===== src/rtl/fib_pkg.sv =====
// Shared definitions for the Fibonacci sequencer: FSM state encoding,
// the seed value of the sequence and the default datapath widths.
package fib_pkg;

    // Sequencer states
    typedef enum logic [2:0] {
        IDLE = 3'd0,
        W0   = 3'd1,
        W1   = 3'd2,
        RD   = 3'd3,
        ADD  = 3'd4,
        FIN  = 3'd5
    } fib_state_t;

    // fib(0) and fib(1) both take this value
    localparam int FIB_BASE_VAL = 1;

    // Default value/RAM data width and RAM address width
    localparam int FIB_DATA_W = 16;
    localparam int FIB_ADDR_W = 13;

endpackage


===== src/rtl/fib_adder.sv =====
// Fibonacci term adder: produces the next term and its carry-out.
// Build option FIB_SATURATE_EN: once an add carries out (or a previous add
// of the same job did), the sum is clamped to all-ones; otherwise sums wrap.
module fib_adder
    import fib_pkg::*;
#(
    parameter int DATA_W = FIB_DATA_W
)(
    input  logic [DATA_W-1:0] i_a,
    input  logic [DATA_W-1:0] i_b,
    input  logic              i_sat_hold,
    output logic [DATA_W-1:0] o_sum,
    output logic              o_carry
);

    logic [DATA_W-1:0] w_raw;

`ifndef FIB_SATURATE_EN
    // The hold input only matters when saturating
    logic w_unused_hold;
    assign w_unused_hold = i_sat_hold;
`endif

    // Full-width add with carry, then optional clamp
    always_comb begin
        {o_carry, w_raw} = {1'b0, i_a} + {1'b0, i_b};
`ifdef FIB_SATURATE_EN
        o_sum = (o_carry || i_sat_hold) ? {DATA_W{1'b1}} : w_raw;
`else
        o_sum = w_raw;
`endif
    end

endmodule


===== src/rtl/fibonacci_sequencer.sv =====
// Fibonacci sequencer: writes fib(0..N) into an external dual-port RAM
// (port A write, port B read with one cycle of latency) and reports fib(N).
// Each new term is the previous term (kept in a register) plus the term two
// back, read from the RAM. Build option FIB_SATURATE_EN selects saturating
// sums in fib_adder; the default build wraps modulo 2^DATA_W.
module fibonacci_sequencer
    import fib_pkg::*;
#(
    parameter int DATA_W    = FIB_DATA_W,
    parameter int ADDR_W    = FIB_ADDR_W,
    parameter int BASE_ADDR = 0
)(
    input  logic              clk,
    input  logic              rst_n,
    input  logic              start,
    input  logic [DATA_W-1:0] n_in,
    output logic              busy,
    output logic              done,
    output logic [DATA_W-1:0] result,
    output logic              overflow,
    output logic              err,
    output logic              ram_wren,
    output logic [ADDR_W-1:0] ram_addr_a,
    output logic [DATA_W-1:0] ram_data_a,
    output logic [ADDR_W-1:0] ram_addr_b,
    input  logic [DATA_W-1:0] ram_q_b
);

    localparam logic [DATA_W-1:0] ONE    = DATA_W'(FIB_BASE_VAL);
    localparam logic [DATA_W-1:0] TWO    = DATA_W'(2);
    localparam logic [ADDR_W-1:0] BASE_A = ADDR_W'(BASE_ADDR);
    // Largest N whose last term still lands inside the RAM
    localparam logic [63:0]       MAX_N  = (64'd1 << ADDR_W) - 64'd1 - 64'(BASE_ADDR);

    fib_state_t        r_state;
    logic [DATA_W-1:0] r_n;
    logic [DATA_W-1:0] r_prev;
    logic [DATA_W-1:0] r_i;
    logic [DATA_W-1:0] r_result;
    logic              r_done;
    logic              r_overflow;
    logic              r_err;

    logic [DATA_W-1:0] w_sum;
    logic              w_carry;
    logic              w_n_oor;

    assign w_n_oor = (64'(n_in) > MAX_N);

    // New term = term two back (from RAM) + previous term
    fib_adder #(
        .DATA_W (DATA_W)
    ) u_adder (
        .i_a        (ram_q_b),
        .i_b        (r_prev),
        .i_sat_hold (r_overflow),
        .o_sum      (w_sum),
        .o_carry    (w_carry)
    );

    assign done     = r_done;
    assign result   = r_result;
    assign overflow = r_overflow;
    assign err      = r_err;

    // RAM port and busy decode; the ADD write data depends on same-cycle read data
    always_comb begin
        busy       = (r_state != IDLE);
        ram_wren   = 1'b0;
        ram_addr_a = '0;
        ram_data_a = '0;
        ram_addr_b = '0;
        case (r_state)
            W0: begin
                ram_wren   = 1'b1;
                ram_addr_a = BASE_A;
                ram_data_a = ONE;
            end
            W1: begin
                ram_wren   = 1'b1;
                ram_addr_a = BASE_A + ADDR_W'(1);
                ram_data_a = ONE;
            end
            RD: begin
                ram_addr_b = BASE_A + ADDR_W'(r_i) - ADDR_W'(2);
            end
            ADD: begin
                ram_wren   = 1'b1;
                ram_addr_a = BASE_A + ADDR_W'(r_i);
                ram_data_a = w_sum;
            end
            default: ;
        endcase
    end

    // Sequencer FSM with registered status outputs
    always_ff @(posedge clk or negedge rst_n) begin
        if (!rst_n) begin
            r_state    <= IDLE;
            r_n        <= '0;
            r_prev     <= '0;
            r_i        <= '0;
            r_result   <= '0;
            r_done     <= 1'b0;
            r_overflow <= 1'b0;
            r_err      <= 1'b0;
        end else begin
            r_done <= 1'b0;
            case (r_state)
                IDLE: begin
                    if (start) begin
                        r_n        <= n_in;
                        r_overflow <= 1'b0;
                        r_err      <= 1'b0;
                        r_prev     <= '0;
                        r_i        <= '0;
                        if (w_n_oor) begin
                            // Out-of-range target: report straight away, touch no RAM
                            r_err    <= 1'b1;
                            r_result <= '0;
                            r_done   <= 1'b1;
                            r_state  <= FIN;
                        end else begin
                            r_state <= W0;
                        end
                    end
                end
                W0: begin
                    r_state <= W1;
                end
                W1: begin
                    r_prev <= ONE;
                    r_i    <= TWO;
                    if (r_n <= ONE) begin
                        r_result <= ONE;
                        r_done   <= 1'b1;
                        r_state  <= FIN;
                    end else begin
                        r_state <= RD;
                    end
                end
                RD: begin
                    r_state <= ADD;
                end
                ADD: begin
                    r_prev     <= w_sum;
                    r_overflow <= r_overflow | w_carry;
                    if (r_i == r_n) begin
                        r_result <= w_sum;
                        r_done   <= 1'b1;
                        r_state  <= FIN;
                    end else begin
                        r_i     <= r_i + ONE;
                        r_state <= RD;
                    end
                end
                FIN: begin
                    r_state <= IDLE;
                end
                default: begin
                    r_state <= IDLE;
                end
            endcase
        end
    end

endmodule


===== config.mk =====
export PLATFORM = sky130hd
export DESIGN_NAME = fibonacci_sequencer
export DESIGN_NICKNAME = d
export VERILOG_FILES = /design/src/rtl/fib_pkg.sv /design/src/rtl/fib_adder.sv /design/src/rtl/fibonacci_sequencer.sv
export SDC_FILE = /design/constraint.sdc
export NUM_CORES = 1
export LEC_CHECK = 0
export CORE_ASPECT_RATIO = 1.1
export CORE_MARGIN = 10
export CORE_UTILIZATION = 40
export CTS_CLUSTER_SIZE = 12
export DETAILED_ROUTE_END_ITERATION = 7
export DONT_BUFFER_PORTS = 1
export MAX_ROUTING_LAYER = met4
export PLACE_DENSITY_LB_ADDON = 0.15
export SLEW_MARGIN = 5
export SYNTH_ARGS = -nofsm -noshare
export SYNTH_HDL_FRONTEND = slang
export SYNTH_SLANG_ARGS = --single-unit

===== constraint.sdc =====
create_clock -name clk -period 3.2 [get_ports clk]
set_input_delay 0.48 -clock clk [delete_from_list [all_inputs] [get_ports clk]]
set_output_delay 0.48 -clock clk [all_outputs]
set_load 0.005 [all_outputs]

# --- After elaboration in Yosys (flattened, before gate mapping) ---
# Cells that the tools add are included.
op_classes:
  div_mod_pow: 0
  mux: 25
  n_shift: 0
  eq_ne: 10
  bitwise: 1
  reduce_logical: 11
  multipliers: 0
  magnitude_cmp: 2
  add_sub_neg: 3
op_table:
  columns: ["cell", "count"]
  rows:
  - ["$pmux 16 s3", 3]
  - ["$mux 16", 6]
  - ["$pmux 16 s2", 1]
  - ["$pmux 13 s2", 1]
  - ["$add 16x16->17", 1]
  - ["$add 16x1->16 const B", 1]
  - ["$eq 16x16->1", 1]
  - ["$gt 16x13->1 const B", 1]
  - ["$le 16x1->1 const B", 1]
  - ["$pmux 3 s5", 1]
  - ["$mux 13", 1]
  - ["$sub 13x2->13 const B", 1]
  - ["$mux 3", 4]
  - ["$ne 2x2->1 const B", 5]
  - ["$eq 3x2->1 const B", 2]
  - ["$mux 1", 6]
  - ["$reduce_and 2->1", 3]
  - ["$reduce_bool 3->1", 2]
  - ["$reduce_and 5->1", 1]
  - ["$eq 3x1->1 const B", 1]
  - ["$eq 3x3->1 const B", 1]
  - ["$logic_not 3->1", 1]
  - ["$pmux 1 s3", 1]
  - ["$reduce_and 3->1", 1]
  - ["5 further kinds", 5]
word_totals:
  register_bits: 70
  memories: 0
  mem_bits_rw: 0
  romBits: 0
  latchBits: 0
  in_bits: 35

# --- Longest topological paths before layout ---
# Gate-level depths: netlist of run 1.
depth:
  word_depth: 4
  mapped_depth: 10

# --- Modules after synthesis ---
# From an unflattened synthesis of run 1, not the netlist that was laid out.
hier_totals:
  hier_cells: 487
  area_unflattened_um2: 4703.3
by_module_without_submodules:
  columns: ["module", "seq_area_each_um2", "area_each_um2", "cells_per_inst", "n_inst"]
  rows:
  - ["fibonacci_sequencer", 1751.7, 3847.4, 377, 1]
  - ["fib_adder", 0.0, 855.8, 110, 1]

# --- Worst setup path after synthesis of run 1 ---
# No wires, ideal clock.
synth_timing:
  path_kind: "in2out"
  from: "input port ram_q_b[0]"
  to: "output port ram_data_a[14]"
  path_stages: 8
  n_path_buf: 0
  slack_ps: 643
  t_arrival_ps: 2077
  path_cell_list: "ha_1 > inv_1 > fa_1 > nor2b_1 > o31ai_1 > a21oi_1 > a221oi_1 > mux2i_1"
synth_between:
  elab_chain_len: 2
synth_rtl:
  columns: ["item", "line_no", "text"]
  rows:
  - ["from (decl)", "fibonacci_sequencer.sv:26", "input logic [DATA_W-1:0] ram_q_b"]
  - ["$add 16x16->17", "fib_adder.sv:26", "{o_carry, w_raw} = {1'b0, i_a} + {1'b0, i_b};"]
  - ["$pmux 16 s2", "fibonacci_sequencer.sv:73", "case (r_state)"]
  - ["to (decl)", "fibonacci_sequencer.sv:24", "output logic [DATA_W-1:0] ram_data_a,"]
# Every way passes these cells.

# --- Worst setup path in the final report of run 1 ---
layout_timing:
  from: "register r_prev[7]"
  to: "output port ram_data_a[14]"
layout_between:
  elab_chain_len: 2
layout_rtl:
  columns: ["item", "line_no", "text"]
  rows:
  - ["from (decl)", "fibonacci_sequencer.sv:37", "logic [DATA_W-1:0] r_prev;"]
  - ["from (signal assigned)", "fibonacci_sequencer.sv:146", "r_prev <= w_sum;"]
  - ["$add 16x16->17", "fib_adder.sv:26", null]
  - ["$pmux 16 s2", "fibonacci_sequencer.sv:73", null]
# Every way passes these cells.

==> report_table.html, run 1 <==
<table>
<tr><th>Metric</th><th>Value</th></tr>
<tr><th colspan="2">Floorplanning</th></tr>
<tr><td>Number of placed I/O pins</td><td>98</td></tr>
<tr><td>Row count</td><td>40</td></tr>
<tr><td>X dimension of the die</td><td>approximately 120 um</td></tr>
<tr><td>DIE HEIGHT</td><td>131 um</td></tr>
<tr><td>Initial Util</td><td>0.409</td></tr>
<tr><td>Core area</td><td>about 0.011 mm2</td></tr>
<tr><td>Total die area</td><td>around 0.016 mm2</td></tr>
<tr><th colspan="2">STA</th></tr>
<tr><td>Final number of max-transition violations</td><td>0</td></tr>
<tr><td>Pin slew with the least headroom to its limit</td><td>1030 ps</td></tr>
<tr><td>Final-report setup violation count</td><td>0</td></tr>
<tr><td>Fin Setup TNS</td><td>0 ps</td></tr>
<tr><td>Setup ws final</td><td>201 ps</td></tr>
<tr><td>Number of hold violations in the final report</td><td>0</td></tr>
<tr><td>RSZ-0062 raised after global routing</td><td>false</td></tr>
<tr><td>Worst Skew</td><td>approximately 5.7 ps</td></tr>
<tr><td>Minimum period implied by the final worst setup slack</td><td>around 3000 ps</td></tr>
<tr><td>Fmax achieved</td><td>around 0.33 GHz</td></tr>
<tr><td>Final worst-path cycle share</td><td>0.937</td></tr>
<tr><td>Max transition margin</td><td>0.312</td></tr>
<tr><td>Minimum hold slack</td><td>roughly 37 ps</td></tr>
<tr><th colspan="2">Route</th></tr>
<tr><td>Total Wirelength</td><td>between 10000 and 15000 um</td></tr>
<tr><td>Number of detailed-route iterations in the first pass</td><td>4</td></tr>
<tr><td>Remaining antenna violation count after routing</td><td>0</td></tr>
<tr><td>Routed wire per std cell</td><td>between 15 and 20 um</td></tr>
<tr><td>Total number of vias</td><td>between 3000 and 4000</td></tr>
<tr><td>Initial DRC count</td><td>around 190</td></tr>
<tr><td>Number of vias per cell after detailed routing</td><td>about 5.6</td></tr>
<tr><td>Final routed DRC violation total</td><td>0</td></tr>
<tr><th colspan="2">Yosys</th></tr>
<tr><td>Number of distinct standard cells referenced by the synthesized netlist</td><td>60</td></tr>
<tr><td>Async set-or-reset flop fraction in the synthesized netlist</td><td>1.00</td></tr>
<tr><td>Number of enable-type register cells in the synthesized netlist</td><td>0</td></tr>
<tr><td>Mean cell area of the mapped netlist</td><td>slightly below 9 um2</td></tr>
<tr><td>Synth Warn #</td><td>0</td></tr>
<tr><td>Synthesized flop and latch total</td><td>70</td></tr>
<tr><td>Post-Syn Nets</td><td>between 500 and 600</td></tr>
<tr><td>Register area share after synthesis</td><td>0.393</td></tr>
<tr><td>Post-Synthesis Cells</td><td>500</td></tr>
<tr><td>Synthesized area</td><td>between 0.004 and 0.005 mm2</td></tr>
<tr><td>Dominant register cell in the synthesized netlist</td><td>sky130_fd_sc_hd__dfrtp_1</td></tr>
<tr><th colspan="2">GRT</th></tr>
<tr><td>GRT Overall Usage</td><td>0.164</td></tr>
<tr><td>Initial antenna violation count</td><td>0</td></tr>
<tr><td>Wire length of the first global-routing pass</td><td>between 15000 and 20000 um</td></tr>
<tr><td>Vias in the first global route</td><td>about 3600</td></tr>
<tr><td>Global Route met3 Usage</td><td>0.0459</td></tr>
<tr><td>Met2 GRT Util</td><td>0.264</td></tr>
<tr><td>Total grt overflow</td><td>0</td></tr>
<tr><td>Maximum number of pins on one net before global-route repair</td><td>roughly 70</td></tr>
<tr><td>Busiest layer in global routing</td><td>met2</td></tr>
<tr><td>Grt met1 use</td><td>0.195</td></tr>
<tr><th colspan="2">Power</th></tr>
<tr><td>Switching power share of the total</td><td>0.386</td></tr>
<tr><td>Overall Power</td><td>between 4 and 5 mW</td></tr>
<tr><td>Part of the power in combinational logic</td><td>0.386</td></tr>
<tr><td>Static Leakage</td><td>2.46 nW</td></tr>
<tr><td>Switching power</td><td>~1.7 mW</td></tr>
<tr><td>Power density over cell area</td><td>a little under 900 mW/mm2</td></tr>
<tr><td>Maximum vdd ir drop</td><td>0.000316 V</td></tr>
<tr><td>Power share of the clock group</td><td>0.276</td></tr>
<tr><td>Flop pwr share</td><td>0.338</td></tr>
<tr><td>Cell internal power dissipation</td><td>approximately 2.7 mW</td></tr>
<tr><th colspan="2">Worst setup path</th></tr>
<tr><td>Cell occurring most often along the worst timing path</td><td>sky130_fd_sc_hd__a21oi_1</td></tr>
<tr><td>Cell family with the largest share of critical-path delay</td><td>compound AO/OA/AOI/OAI gates</td></tr>
<tr><td>Sum of buffers and inverters on the critical path</td><td>0</td></tr>
<tr><td>Startpoint class of the critical path</td><td>register</td></tr>
<tr><td>Cell-by-cell listing of the critical path</td><td>ha_1 -&gt; a21oi_1 -&gt; nor3b_1 -&gt; a21oi_1 -&gt; a221oi_2 -&gt; mux2i_2</td></tr>
<tr><td>Critical-path top delay cell</td><td>sky130_fd_sc_hd__dfrtp_1</td></tr>
<tr><td>Crit Path Category</td><td>reg -&gt; out</td></tr>
<tr><td>Data required time of the critical path</td><td>2720 ps</td></tr>
<tr><td>Max stage delay on crit path</td><td>380 ps</td></tr>
<tr><td>CP arrival</td><td>2520 ps</td></tr>
<tr><td>Critical-path maximum fanout</td><td>4</td></tr>
<tr><td>Setup crit end kind</td><td>output port</td></tr>
<tr><th colspan="2">Flow run</th></tr>
<tr><td>Maximum capacitance violations</td><td>0</td></tr>
<tr><th colspan="2">Place</th></tr>
<tr><td>DP Area</td><td>about 0.0046 mm2</td></tr>
<tr><td>Post-placement worst setup slack</td><td>~180 ps</td></tr>
<tr><td>Hpwl dp</td><td>slightly above 9000 um</td></tr>
<tr><td>Placed cell count</td><td>629</td></tr>
<tr><td>Gp weighted congestion</td><td>between 0.8 and 0.9</td></tr>
<tr><td>Port Buffers</td><td>0</td></tr>
<tr><th colspan="2">Cells and area</th></tr>
<tr><td>Post-layout nets</td><td>549</td></tr>
<tr><td>Finished layout cell area</td><td>between 0.004 and 0.005 mm2</td></tr>
<tr><td>Proportion of layout cells with a drive suffix above 1</td><td>0.102</td></tr>
<tr><td>Antenna diode count</td><td>0</td></tr>
<tr><td>Final Instance Count excl. Fillers</td><td>~650</td></tr>
<tr><td>Fin util</td><td>0.457</td></tr>
<tr><td>Layout Area Growth over Synthesis</td><td>11.9%</td></tr>
<tr><th colspan="2">Clock network</th></tr>
<tr><td>Insertion delay of the later-clocked pin in the worst-skew pair</td><td>about 330 ps</td></tr>
<tr><td>Cell at the root of the clock tree</td><td>sky130_fd_sc_hd__clkbuf_16</td></tr>
<tr><td>CTS tree</td><td>built</td></tr>
<tr><td>H-tree level count</td><td>3</td></tr>
<tr><td>Max Root-Sink Buffers</td><td>2</td></tr>
<tr><td>Count of buffers added by post-CTS timing repair for setup</td><td>0</td></tr>
<tr><td>Clock slew at the register clock pins of the worst setup and hold paths</td><td>60 ps</td></tr>
<tr><td>Sinks on Clock Net</td><td>70</td></tr>
<tr><td>Cts bufs inserted</td><td>9</td></tr>
<tr><th colspan="2">Outcome</th></tr>
<tr><td>Result of the run</td><td>finished clean</td></tr>
<tr><th colspan="2">Min path</th></tr>
<tr><td>Hold/Removal Path Class</td><td>in -&gt; async</td></tr>
</table>
[routing by layer]
metal | vias up | share of wire
met5 | - | 0
met4 | 0 | 0.015
met3 | 12 | 0.056
met2 | 96 | 0.48
met1 | 1769 | 0.45
li1 | 1730 | -
[what timing repair did]
item / in CTS / in global routing
resized for setup: 2 / 5
hold buffers: 1 / 0
setup endpoints to repair: 1 / 4
hold endpoints to repair: 70 / 0
[final cells by class]
| type | count | area (um2) |
|---|---|---|
| Fill cell | 1112 | 5920 |
| Multi-Input combinational cell | 386 | 2530 |
| Timing Repair Buffer | 13 | 118 |
| Inverter | 14 | 52.6 |
| Clock inverter | 5 | 105 |
| Clock buffer | 11 | 253 |
| Sequential cell | 70 | 1750 |
| Tap cell | 147 | 184 |
[sequential cells by signal, summed over array words and instances, names as in the netlist]
| register | flops |
|---|---|
| r_i | 16 |
| r_state | 3 |
| r_n | 16 |
| overflow | 1 |
| done | 1 |
| err | 1 |
| result | 16 |
| r_prev | 16 |
[power by group through the flow]
stage | Sequential, mW | Combinational, mW | Clock, mW
2_1_floorplan | 1.36 | 1.35 | 0
3_3_place_gp | 1.47 | 1.61 | 0
3_5_place_dp | 1.48 | 1.64 | 0
4_1_cts | 1.46 | 1.68 | 1.22
5_1_grt | 1.51 | 1.90 | 1.25
6_report | 1.46 | 1.67 | 1.19
[final timing paths]
path                                 from             end  slack (ps)  cells past startpoint
max in group asynchronous           rst_n          r_i[5]        2880                      1
worst max-delay path            r_prev[7]  ram_data_a[14]         200                      6
worst min register to register  r_prev[3]       r_prev[3]         480                      1
worst max register to register     r_i[8]       result[1]         680                      6
worst min-delay path                rst_n      result[12]          40                      1
min in group clk                  n_in[5]          r_n[5]         250                      2
[layout by cell type, fill, tap and decap left out, types with 3 or more instances in the layout]
cell type	count
sky130_fd_sc_hd__mux2_4	7
sky130_fd_sc_hd__buf_4	12
sky130_fd_sc_hd__and3_1	6
sky130_fd_sc_hd__a21oi_1	14
sky130_fd_sc_hd__nand2b_1	5
sky130_fd_sc_hd__o21bai_1	5
sky130_fd_sc_hd__a21o_1	18
sky130_fd_sc_hd__xor2_1	25
sky130_fd_sc_hd__ha_1	19
sky130_fd_sc_hd__xnor2_1	14
sky130_fd_sc_hd__inv_1	13
sky130_fd_sc_hd__nor3b_2	3
sky130_fd_sc_hd__nor3_1	19
sky130_fd_sc_hd__nand2_1	78
sky130_fd_sc_hd__o21ai_0	26
sky130_fd_sc_hd__nor4_2	3
sky130_fd_sc_hd__dfrtp_1	70
sky130_fd_sc_hd__nor4_1	8
sky130_fd_sc_hd__a31oi_1	4
sky130_fd_sc_hd__or3_1	3
sky130_fd_sc_hd__mux2_1	7
sky130_fd_sc_hd__o21a_1	8
sky130_fd_sc_hd__nand4_1	3
sky130_fd_sc_hd__a211oi_1	7
sky130_fd_sc_hd__bufinv_16	3
sky130_fd_sc_hd__nor2b_1	4
sky130_fd_sc_hd__nor2_1	42
sky130_fd_sc_hd__clkbuf_16	9
sky130_fd_sc_hd__nand3_1	11
sky130_fd_sc_hd__and2_1	12
[cells by family (layout without fill, tap and decap cells)]
family                     after synthesis  after routing  synth area share
DFF                                     70             70             0.393
muxes                                   15             15            0.0435
xor gates and xnor gates                39             39            0.0766
and+or+nand+nor                        210            210             0.228
adders and majority gates               20             20            0.0578
buffers and inverters                   44             43            0.0480
AOI/OAI and AO/OA                      102            102             0.153
[cell usage after synthesis (2+ instances only)]
cell type	instances	share of area
sky130_fd_sc_hd__a2111oi_1	2	0.0045
sky130_fd_sc_hd__a211oi_1	7	0.012
sky130_fd_sc_hd__a21o_1	18	0.030
sky130_fd_sc_hd__a21oi_1	14	0.016
sky130_fd_sc_hd__a31oi_1	4	0.0056
sky130_fd_sc_hd__and2_1	12	0.017
sky130_fd_sc_hd__and3_1	6	0.0084
sky130_fd_sc_hd__buf_2	6	0.0067
sky130_fd_sc_hd__buf_6	5	0.013
sky130_fd_sc_hd__clkbuf_1	18	0.015
sky130_fd_sc_hd__dfrtp_1	70	0.39
sky130_fd_sc_hd__ha_1	19	0.053
sky130_fd_sc_hd__inv_1	13	0.011
sky130_fd_sc_hd__mux2_1	7	0.018
sky130_fd_sc_hd__mux2_4	7	0.024
sky130_fd_sc_hd__nand2_1	78	0.066
sky130_fd_sc_hd__nand2b_1	5	0.0070
sky130_fd_sc_hd__nand3_1	11	0.012
sky130_fd_sc_hd__nand4_1	3	0.0042
sky130_fd_sc_hd__nor2_1	42	0.035
sky130_fd_sc_hd__nor2b_1	5	0.0070
sky130_fd_sc_hd__nor3_1	19	0.021
sky130_fd_sc_hd__nor3b_1	5	0.0084
sky130_fd_sc_hd__nor4_1	8	0.011
sky130_fd_sc_hd__nor4_2	3	0.0084
sky130_fd_sc_hd__o21a_1	8	0.013
sky130_fd_sc_hd__o21ai_0	26	0.029
sky130_fd_sc_hd__o21bai_1	5	0.0084
sky130_fd_sc_hd__o31ai_1	3	0.0051
sky130_fd_sc_hd__or3_1	3	0.0042
sky130_fd_sc_hd__or4_1	2	0.0034
sky130_fd_sc_hd__xnor2_1	14	0.027
sky130_fd_sc_hd__xor2_1	25	0.049
Note: power is estimated with default switching activity, not from simulation.
==> run 2, diff against run 1 <==
--- a/config.mk
+++ b/config.mk
@@ -8,10 +8,10 @@
 export CORE_ASPECT_RATIO = 1.1
 export CORE_MARGIN = 10
 export CORE_UTILIZATION = 40
+export CTS_CLUSTER_DIAMETER = 30
 export CTS_CLUSTER_SIZE = 12
 export DETAILED_ROUTE_END_ITERATION = 7
 export DONT_BUFFER_PORTS = 1
-export MAX_ROUTING_LAYER = met4
 export PLACE_DENSITY_LB_ADDON = 0.15
 export SLEW_MARGIN = 5
 export SYNTH_ARGS = -nofsm -noshare
==> report_table.html, run 2 (synthesis results as in run 1) <==
<table>
<tr><th>Metric</th><th>Value</th></tr>
<tr><th colspan="2">Outcome</th></tr>
<tr><td>Result of the run</td><td>finished clean</td></tr>
<tr><th colspan="2">Clock network</th></tr>
<tr><td>Max Root-Sink Buffers</td><td>2</td></tr>
<tr><td>Count of buffers added by post-CTS timing repair for setup</td><td>0</td></tr>
<tr><td>Sinks on Clock Net</td><td>70</td></tr>
<tr><td>Cts bufs inserted</td><td>9</td></tr>
<tr><td>Clock slew at the register clock pins of the worst setup and hold paths</td><td>approximately 60 ps</td></tr>
<tr><td>CTS tree</td><td>built</td></tr>
<tr><td>Insertion delay of the later-clocked pin in the worst-skew pair</td><td>330 ps</td></tr>
<tr><td>Cell at the root of the clock tree</td><td>sky130_fd_sc_hd__clkbuf_16</td></tr>
<tr><td>H-tree level count</td><td>3</td></tr>
<tr><th colspan="2">GRT</th></tr>
<tr><td>Met2 GRT Util</td><td>0.264</td></tr>
<tr><td>GRT Overall Usage</td><td>0.159</td></tr>
<tr><td>Global Route met3 Usage</td><td>0.0515</td></tr>
<tr><td>Busiest layer in global routing</td><td>met2</td></tr>
<tr><td>Maximum number of pins on one net before global-route repair</td><td>slightly above 70</td></tr>
<tr><td>Grt met1 use</td><td>0.191</td></tr>
<tr><td>Wire length of the first global-routing pass</td><td>just under 20000 um</td></tr>
<tr><td>Vias in the first global route</td><td>between 3000 and 4000</td></tr>
<tr><td>Initial antenna violation count</td><td>0</td></tr>
<tr><td>Total grt overflow</td><td>0</td></tr>
<tr><th colspan="2">Floorplanning</th></tr>
<tr><td>X dimension of the die</td><td>121 um</td></tr>
<tr><td>Total die area</td><td>approximately 0.016 mm2</td></tr>
<tr><td>Core area</td><td>between 0.01 and 0.015 mm2</td></tr>
<tr><td>DIE HEIGHT</td><td>~130 um</td></tr>
<tr><td>Initial Util</td><td>0.409</td></tr>
<tr><td>Row count</td><td>40</td></tr>
<tr><td>Number of placed I/O pins</td><td>just under 100</td></tr>
<tr><th colspan="2">Worst setup path</th></tr>
<tr><td>Critical-path maximum fanout</td><td>4</td></tr>
<tr><td>Data required time of the critical path</td><td>about 2700 ps</td></tr>
<tr><td>Max stage delay on crit path</td><td>380 ps</td></tr>
<tr><td>Critical-path top delay cell</td><td>sky130_fd_sc_hd__dfrtp_1</td></tr>
<tr><td>CP arrival</td><td>around 2500 ps</td></tr>
<tr><td>Setup crit end kind</td><td>output port</td></tr>
<tr><td>Startpoint class of the critical path</td><td>register</td></tr>
<tr><td>Sum of buffers and inverters on the critical path</td><td>0</td></tr>
<tr><td>Crit Path Category</td><td>reg -&gt; out</td></tr>
<tr><td>Cell-by-cell listing of the critical path</td><td>ha_1 -&gt; a21oi_1 -&gt; nor3b_1 -&gt; a21oi_1 -&gt; a221oi_2 -&gt; mux2i_2</td></tr>
<tr><td>Cell family with the largest share of critical-path delay</td><td>compound AO/OA/AOI/OAI gates</td></tr>
<tr><td>Cell occurring most often along the worst timing path</td><td>sky130_fd_sc_hd__a21oi_1</td></tr>
<tr><th colspan="2">Power</th></tr>
<tr><td>Power density over cell area</td><td>around 870 mW/mm2</td></tr>
<tr><td>Overall Power</td><td>between 4 and 5 mW</td></tr>
<tr><td>Maximum vdd ir drop</td><td>0.000316 V</td></tr>
<tr><td>Static Leakage</td><td>between 2 and 2.5 nW</td></tr>
<tr><th colspan="2">Cells and area</th></tr>
<tr><td>Antenna diode count</td><td>0</td></tr>
<tr><td>Most common cell after layout, fill and taps aside</td><td>sky130_fd_sc_hd__nand2_1</td></tr>
<tr><td>Filler Cells Inserted</td><td>approximately 1100</td></tr>
<tr><td>Fin util</td><td>0.457</td></tr>
<tr><td>Layout Area Growth over Synthesis</td><td>11.9%</td></tr>
<tr><td>Area of combinational cells with multiple inputs</td><td>roughly 0.0025 mm2</td></tr>
<tr><td>Finished layout cell area</td><td>0.00499 mm2</td></tr>
<tr><td>Commonest non-fill, non-tap cells in the layout</td><td>78 x sky130_fd_sc_hd__nand2_1, 70 x sky130_fd_sc_hd__dfrtp_1, 42 x sky130_fd_sc_hd__nor2_1</td></tr>
<tr><td>Post-layout nets</td><td>between 500 and 600</td></tr>
<tr><td>Register cell area after layout</td><td>roughly 0.0018 mm2</td></tr>
<tr><td>Proportion of layout cells with a drive suffix above 1</td><td>0.102</td></tr>
<tr><th colspan="2">STA</th></tr>
<tr><td>Fmax achieved</td><td>about 0.33 GHz</td></tr>
<tr><td>Final worst-path cycle share</td><td>0.939</td></tr>
<tr><td>Pin slew with the least headroom to its limit</td><td>roughly 1000 ps</td></tr>
<tr><td>Max transition margin</td><td>0.304</td></tr>
<tr><td>Worst Skew</td><td>~5.7 ps</td></tr>
<tr><td>RSZ-0062 raised after global routing</td><td>false</td></tr>
<tr><td>Minimum period implied by the final worst setup slack</td><td>between 3000 and 4000 ps</td></tr>
<tr><td>Fin Setup TNS</td><td>0 ps</td></tr>
<tr><td>Final-report setup violation count</td><td>0</td></tr>
<tr><td>Final number of max-transition violations</td><td>0</td></tr>
<tr><td>Number of hold violations in the final report</td><td>0</td></tr>
<tr><td>Minimum hold slack</td><td>31.8 ps</td></tr>
<tr><th colspan="2">Flow run</th></tr>
<tr><td>Maximum capacitance violations</td><td>0</td></tr>
<tr><th colspan="2">Route</th></tr>
<tr><td>Remaining antenna violation count after routing</td><td>0</td></tr>
<tr><td>Number of detailed-route iterations in the first pass</td><td>4</td></tr>
<tr><td>Final routed DRC violation total</td><td>0</td></tr>
<tr><td>Number of vias per cell after detailed routing</td><td>5.58</td></tr>
<tr><td>Routed wire per std cell</td><td>between 15 and 20 um</td></tr>
<tr><td>Initial DRC count</td><td>about 190</td></tr>
<tr><td>Total number of vias</td><td>~3600</td></tr>
<tr><td>Total Wirelength</td><td>approximately 12000 um</td></tr>
<tr><th colspan="2">Place</th></tr>
<tr><td>Port Buffers</td><td>0</td></tr>
<tr><td>DP Area</td><td>between 0.004 and 0.005 mm2</td></tr>
<tr><td>Gp weighted congestion</td><td>0.821</td></tr>
<tr><td>Hpwl dp</td><td>around 9300 um</td></tr>
<tr><th colspan="2">Min path</th></tr>
<tr><td>Hold/Removal Path Class</td><td>in -&gt; async</td></tr>
</table>
-- run 2: cell counts in the layout (fill, tap and decap cells not counted) --
Identical to the previous run, type by type.
-- run 2: what timing repair did --
item | 4_1_cts | 5_1_grt
hold endpoints to repair | 70 | 0
hold buffers | 1 | 0
setup endpoints to repair | 1 | 4
resized for setup | 2 | 5
-- run 2: path summary, 6_finish.rpt --
path / startpoint / end / slack, ps / depth (start not counted)
setup / recovery: r_prev[7] / ram_data_a[14] / 200 / 6
hold / removal: rst_n / result[12] / 30 / 1
setup reg to reg: r_i[8] / result[1] / 670 / 6
hold reg to reg: r_prev[3] / r_prev[3] / 480 / 1
max in group asynchronous: rst_n / r_i[5] / 2870 / 1
min in group clk: n_in[5] / r_n[5] / 250 / 2
-- run 2: where the power goes --
part | switching (mW) | internal, mW
sequential | 0.289 | 1.17
combinational | 0.992 | 0.679
clock | 0.388 | 0.804
-- run 2: per-layer routing --
metal | vias up | share of wire | wire (um)
met3 | 12 | 0.061 | 759
met4 | 0 | 0.015 | 184
li1 | 1730 | - | -
met1 | 1765 | 0.44 | 5490
met2 | 99 | 0.48 | 6000
met5 | - | 0 | 0
-- run 2: layout make-up --
| class | count | area share |
|---|---|---|
| sequential | 70 | 0.351 |
| tap | 147 | 0.0369 |
| inverter | 14 | 0.0105 |
| clock buffer | 11 | 0.0507 |
| clock inverter | 5 | 0.0211 |
| timing repair buffer | 13 | 0.0236 |
| multi-input combinational | 386 | 0.506 |
-- run 2: stage by stage --
step           cells  setup WS [ps]
2_1_floorplan    500            643
6_report         646            196
4_1_cts          646           7.52
3_5_place_dp     629            178
3_3_place_gp     629            217
5_1_grt          646           48.2
==> run 3, diff against run 2 <==
--- a/config.mk
+++ b/config.mk
@@ -5,6 +5,8 @@
 export SDC_FILE = /design/constraint.sdc
 export NUM_CORES = 1
 export LEC_CHECK = 0
+export CELL_PAD_IN_SITES_DETAIL_PLACEMENT = 0
+export CELL_PAD_IN_SITES_GLOBAL_PLACEMENT = 1
 export CORE_ASPECT_RATIO = 1.1
 export CORE_MARGIN = 10
 export CORE_UTILIZATION = 40
==> report_table.html, run 3 (synthesis results as in run 1) <==
<table>
<tr><th>Metric</th><th>Value</th></tr>
<tr><th colspan="2">Outcome</th></tr>
<tr><td>Result of the run</td><td>finished clean</td></tr>
<tr><th colspan="2">Clock network</th></tr>
<tr><td>Clock slew at the register clock pins of the worst setup and hold paths</td><td>roughly 60 ps</td></tr>
<tr><td>Cell at the root of the clock tree</td><td>sky130_fd_sc_hd__clkbuf_16</td></tr>
<tr><td>Insertion delay of the later-clocked pin in the worst-skew pair</td><td>approximately 330 ps</td></tr>
<tr><td>Max Root-Sink Buffers</td><td>2</td></tr>
<tr><td>Cts bufs inserted</td><td>9</td></tr>
<tr><td>H-tree level count</td><td>3</td></tr>
<tr><td>CTS tree</td><td>built</td></tr>
<tr><td>Sinks on Clock Net</td><td>70</td></tr>
<tr><th colspan="2">Route</th></tr>
<tr><td>Final routed DRC violation total</td><td>0</td></tr>
<tr><td>Total Wirelength</td><td>12700 um</td></tr>
<tr><td>Number of detailed-route iterations in the first pass</td><td>4</td></tr>
<tr><td>Initial DRC count</td><td>300</td></tr>
<tr><td>Total number of vias</td><td>roughly 3600</td></tr>
<tr><td>Number of vias per cell after detailed routing</td><td>between 5 and 6</td></tr>
<tr><td>Remaining antenna violation count after routing</td><td>0</td></tr>
<tr><td>Routed wire per std cell</td><td>19.6 um</td></tr>
<tr><th colspan="2">Worst setup path</th></tr>
<tr><td>Startpoint class of the critical path</td><td>register</td></tr>
<tr><td>Setup crit end kind</td><td>output port</td></tr>
<tr><td>Max stage delay on crit path</td><td>390 ps</td></tr>
<tr><td>Critical-path maximum fanout</td><td>4</td></tr>
<tr><td>Cell occurring most often along the worst timing path</td><td>sky130_fd_sc_hd__a21oi_1</td></tr>
<tr><td>CP arrival</td><td>around 2500 ps</td></tr>
<tr><td>Crit Path Category</td><td>reg -&gt; out</td></tr>
<tr><td>Critical-path top delay cell</td><td>sky130_fd_sc_hd__dfrtp_1</td></tr>
<tr><td>Cell-by-cell listing of the critical path</td><td>ha_1 -&gt; a21oi_1 -&gt; nor3b_1 -&gt; a21oi_1 -&gt; a221oi_2 -&gt; mux2i_1</td></tr>
<tr><td>Data required time of the critical path</td><td>roughly 2700 ps</td></tr>
<tr><th colspan="2">Min path</th></tr>
<tr><td>Hold/Removal Path Class</td><td>in -&gt; async</td></tr>
<tr><th colspan="2">GRT</th></tr>
<tr><td>Initial antenna violation count</td><td>0</td></tr>
<tr><td>Vias in the first global route</td><td>approximately 3800</td></tr>
<tr><td>Wire length of the first global-routing pass</td><td>20900 um</td></tr>
<tr><td>Total grt overflow</td><td>0</td></tr>
<tr><td>Maximum number of pins on one net before global-route repair</td><td>just over 70</td></tr>
<tr><td>GRT Overall Usage</td><td>0.167</td></tr>
<tr><th colspan="2">STA</th></tr>
<tr><td>Final worst-path cycle share</td><td>0.940</td></tr>
<tr><td>Fin Setup TNS</td><td>0 ps</td></tr>
<tr><td>Minimum period implied by the final worst setup slack</td><td>3010 ps</td></tr>
<tr><td>Final-report setup violation count</td><td>0</td></tr>
<tr><td>Max transition margin</td><td>0.274</td></tr>
<tr><td>RSZ-0062 raised after global routing</td><td>false</td></tr>
<tr><td>Number of hold violations in the final report</td><td>0</td></tr>
<tr><td>Worst Skew</td><td>slightly below 6 ps</td></tr>
<tr><td>Final number of max-transition violations</td><td>0</td></tr>
<tr><td>Fmax achieved</td><td>about 0.33 GHz</td></tr>
<tr><td>Pin slew with the least headroom to its limit</td><td>1090 ps</td></tr>
<tr><th colspan="2">Place</th></tr>
<tr><td>Gp weighted congestion</td><td>approximately 0.83</td></tr>
<tr><td>Hpwl dp</td><td>9640 um</td></tr>
<tr><td>Port Buffers</td><td>0</td></tr>
<tr><th colspan="2">Floorplanning</th></tr>
<tr><td>DIE HEIGHT</td><td>131 um</td></tr>
<tr><td>Total die area</td><td>approximately 0.016 mm2</td></tr>
<tr><td>X dimension of the die</td><td>around 120 um</td></tr>
<tr><td>Core area</td><td>0.0109 mm2</td></tr>
<tr><td>Row count</td><td>40</td></tr>
<tr><td>Initial Util</td><td>0.409</td></tr>
<tr><td>Number of placed I/O pins</td><td>98</td></tr>
<tr><th colspan="2">Flow run</th></tr>
<tr><td>Maximum capacitance violations</td><td>0</td></tr>
<tr><th colspan="2">Power</th></tr>
<tr><td>Maximum vdd ir drop</td><td>0.000338 V</td></tr>
<tr><td>Power density over cell area</td><td>between 800 and 900 mW/mm2</td></tr>
<tr><td>Static Leakage</td><td>2.47 nW</td></tr>
<tr><td>Overall Power</td><td>4.23 mW</td></tr>
<tr><th colspan="2">Cells and area</th></tr>
<tr><td>Post-layout nets</td><td>around 550</td></tr>
<tr><td>Antenna diode count</td><td>0</td></tr>
<tr><td>Proportion of layout cells with a drive suffix above 1</td><td>0.105</td></tr>
<tr><td>Most common cell after layout, fill and taps aside</td><td>sky130_fd_sc_hd__nand2_1</td></tr>
<tr><td>Layout Area Growth over Synthesis</td><td>11.8%</td></tr>
<tr><td>Commonest non-fill, non-tap cells in the layout</td><td>78 x sky130_fd_sc_hd__nand2_1, 70 x sky130_fd_sc_hd__dfrtp_1, 42 x sky130_fd_sc_hd__nor2_1</td></tr>
</table>
==> run 3: critical path, delay by kind of cell (launching register included) <==
family / cells / cell delay (ps)
AO/OA/AOI/OAI: 3 / 750
adder cells (fa/ha/maj): 1 / 320
flip-flops: 1 / 390
multiplexers: 1 / 370
AND/OR/NAND/NOR: 1 / 370
==> run 3: worst paths after layout <==
path                            cells after the start             end  slack [ps]       start
worst max-delay path                                6  ram_data_a[14]         190   r_prev[7]
worst min-delay path                                1      result[12]          10       rst_n
worst max register to register                      6       result[1]         590      r_i[1]
worst min register to register                      1      r_prev[12]         480  r_prev[12]
max in group asynchronous                           1       result[7]        2870       rst_n
min in group clk                                    2          r_n[7]         250     n_in[7]
==> run 3: cell type report <==
cell class / instances / area, um2
fillers: 1093 / 5930
multi-input cells: 386 / 2520
flip-flops and latches: 70 / 1750
clock buffers: 11 / 243
well taps: 147 / 184
repair buffers: 17 / 148
clock inverters: 5 / 82.6
inverters: 14 / 52.6
==> run 3: power breakdown <==
| part | switching, mW | internal (mW) |
|---|---|---|
| clock | 0.397 | 0.704 |
| sequential | 0.289 | 1.17 |
| combinational | 0.986 | 0.689 |
==> run 3: metrics by stage <==
step | utilization | worst slack [ps] | area, um2 | hold WS (ps) | cells
floorplan | - | 643 | 4460 | 184 | 500
global placement | 0.422 | 194 | 4600 | 187 | 633
detailed placement | 0.422 | 173 | 4600 | 188 | 633
CTS | 0.455 | 46.1 | 4960 | 43.7 | 650
global route | 0.457 | 32.7 | 4980 | 32.0 | 650
finish | 0.457 | 192 | 4980 | 12.7 | 650
==> run 3: layer usage <==
metal  wire length [um]  global-route usage  vias to the layer above
met5                  0                   0                        -
met4                149              0.0497                        0
met3                833              0.0494                       10
met2               6270               0.284                      105
met1               5470               0.199                     1768
li1                   -                   -                     1741
==> run 3: repair_timing <==
action	4_1_cts	5_1_grt
endpoints found under the setup margin	1	4
hold buffers	1	0
setup buffers	0	0
pin swaps	0	0
endpoints found under the hold margin	70	0
gates resized for setup	1	5
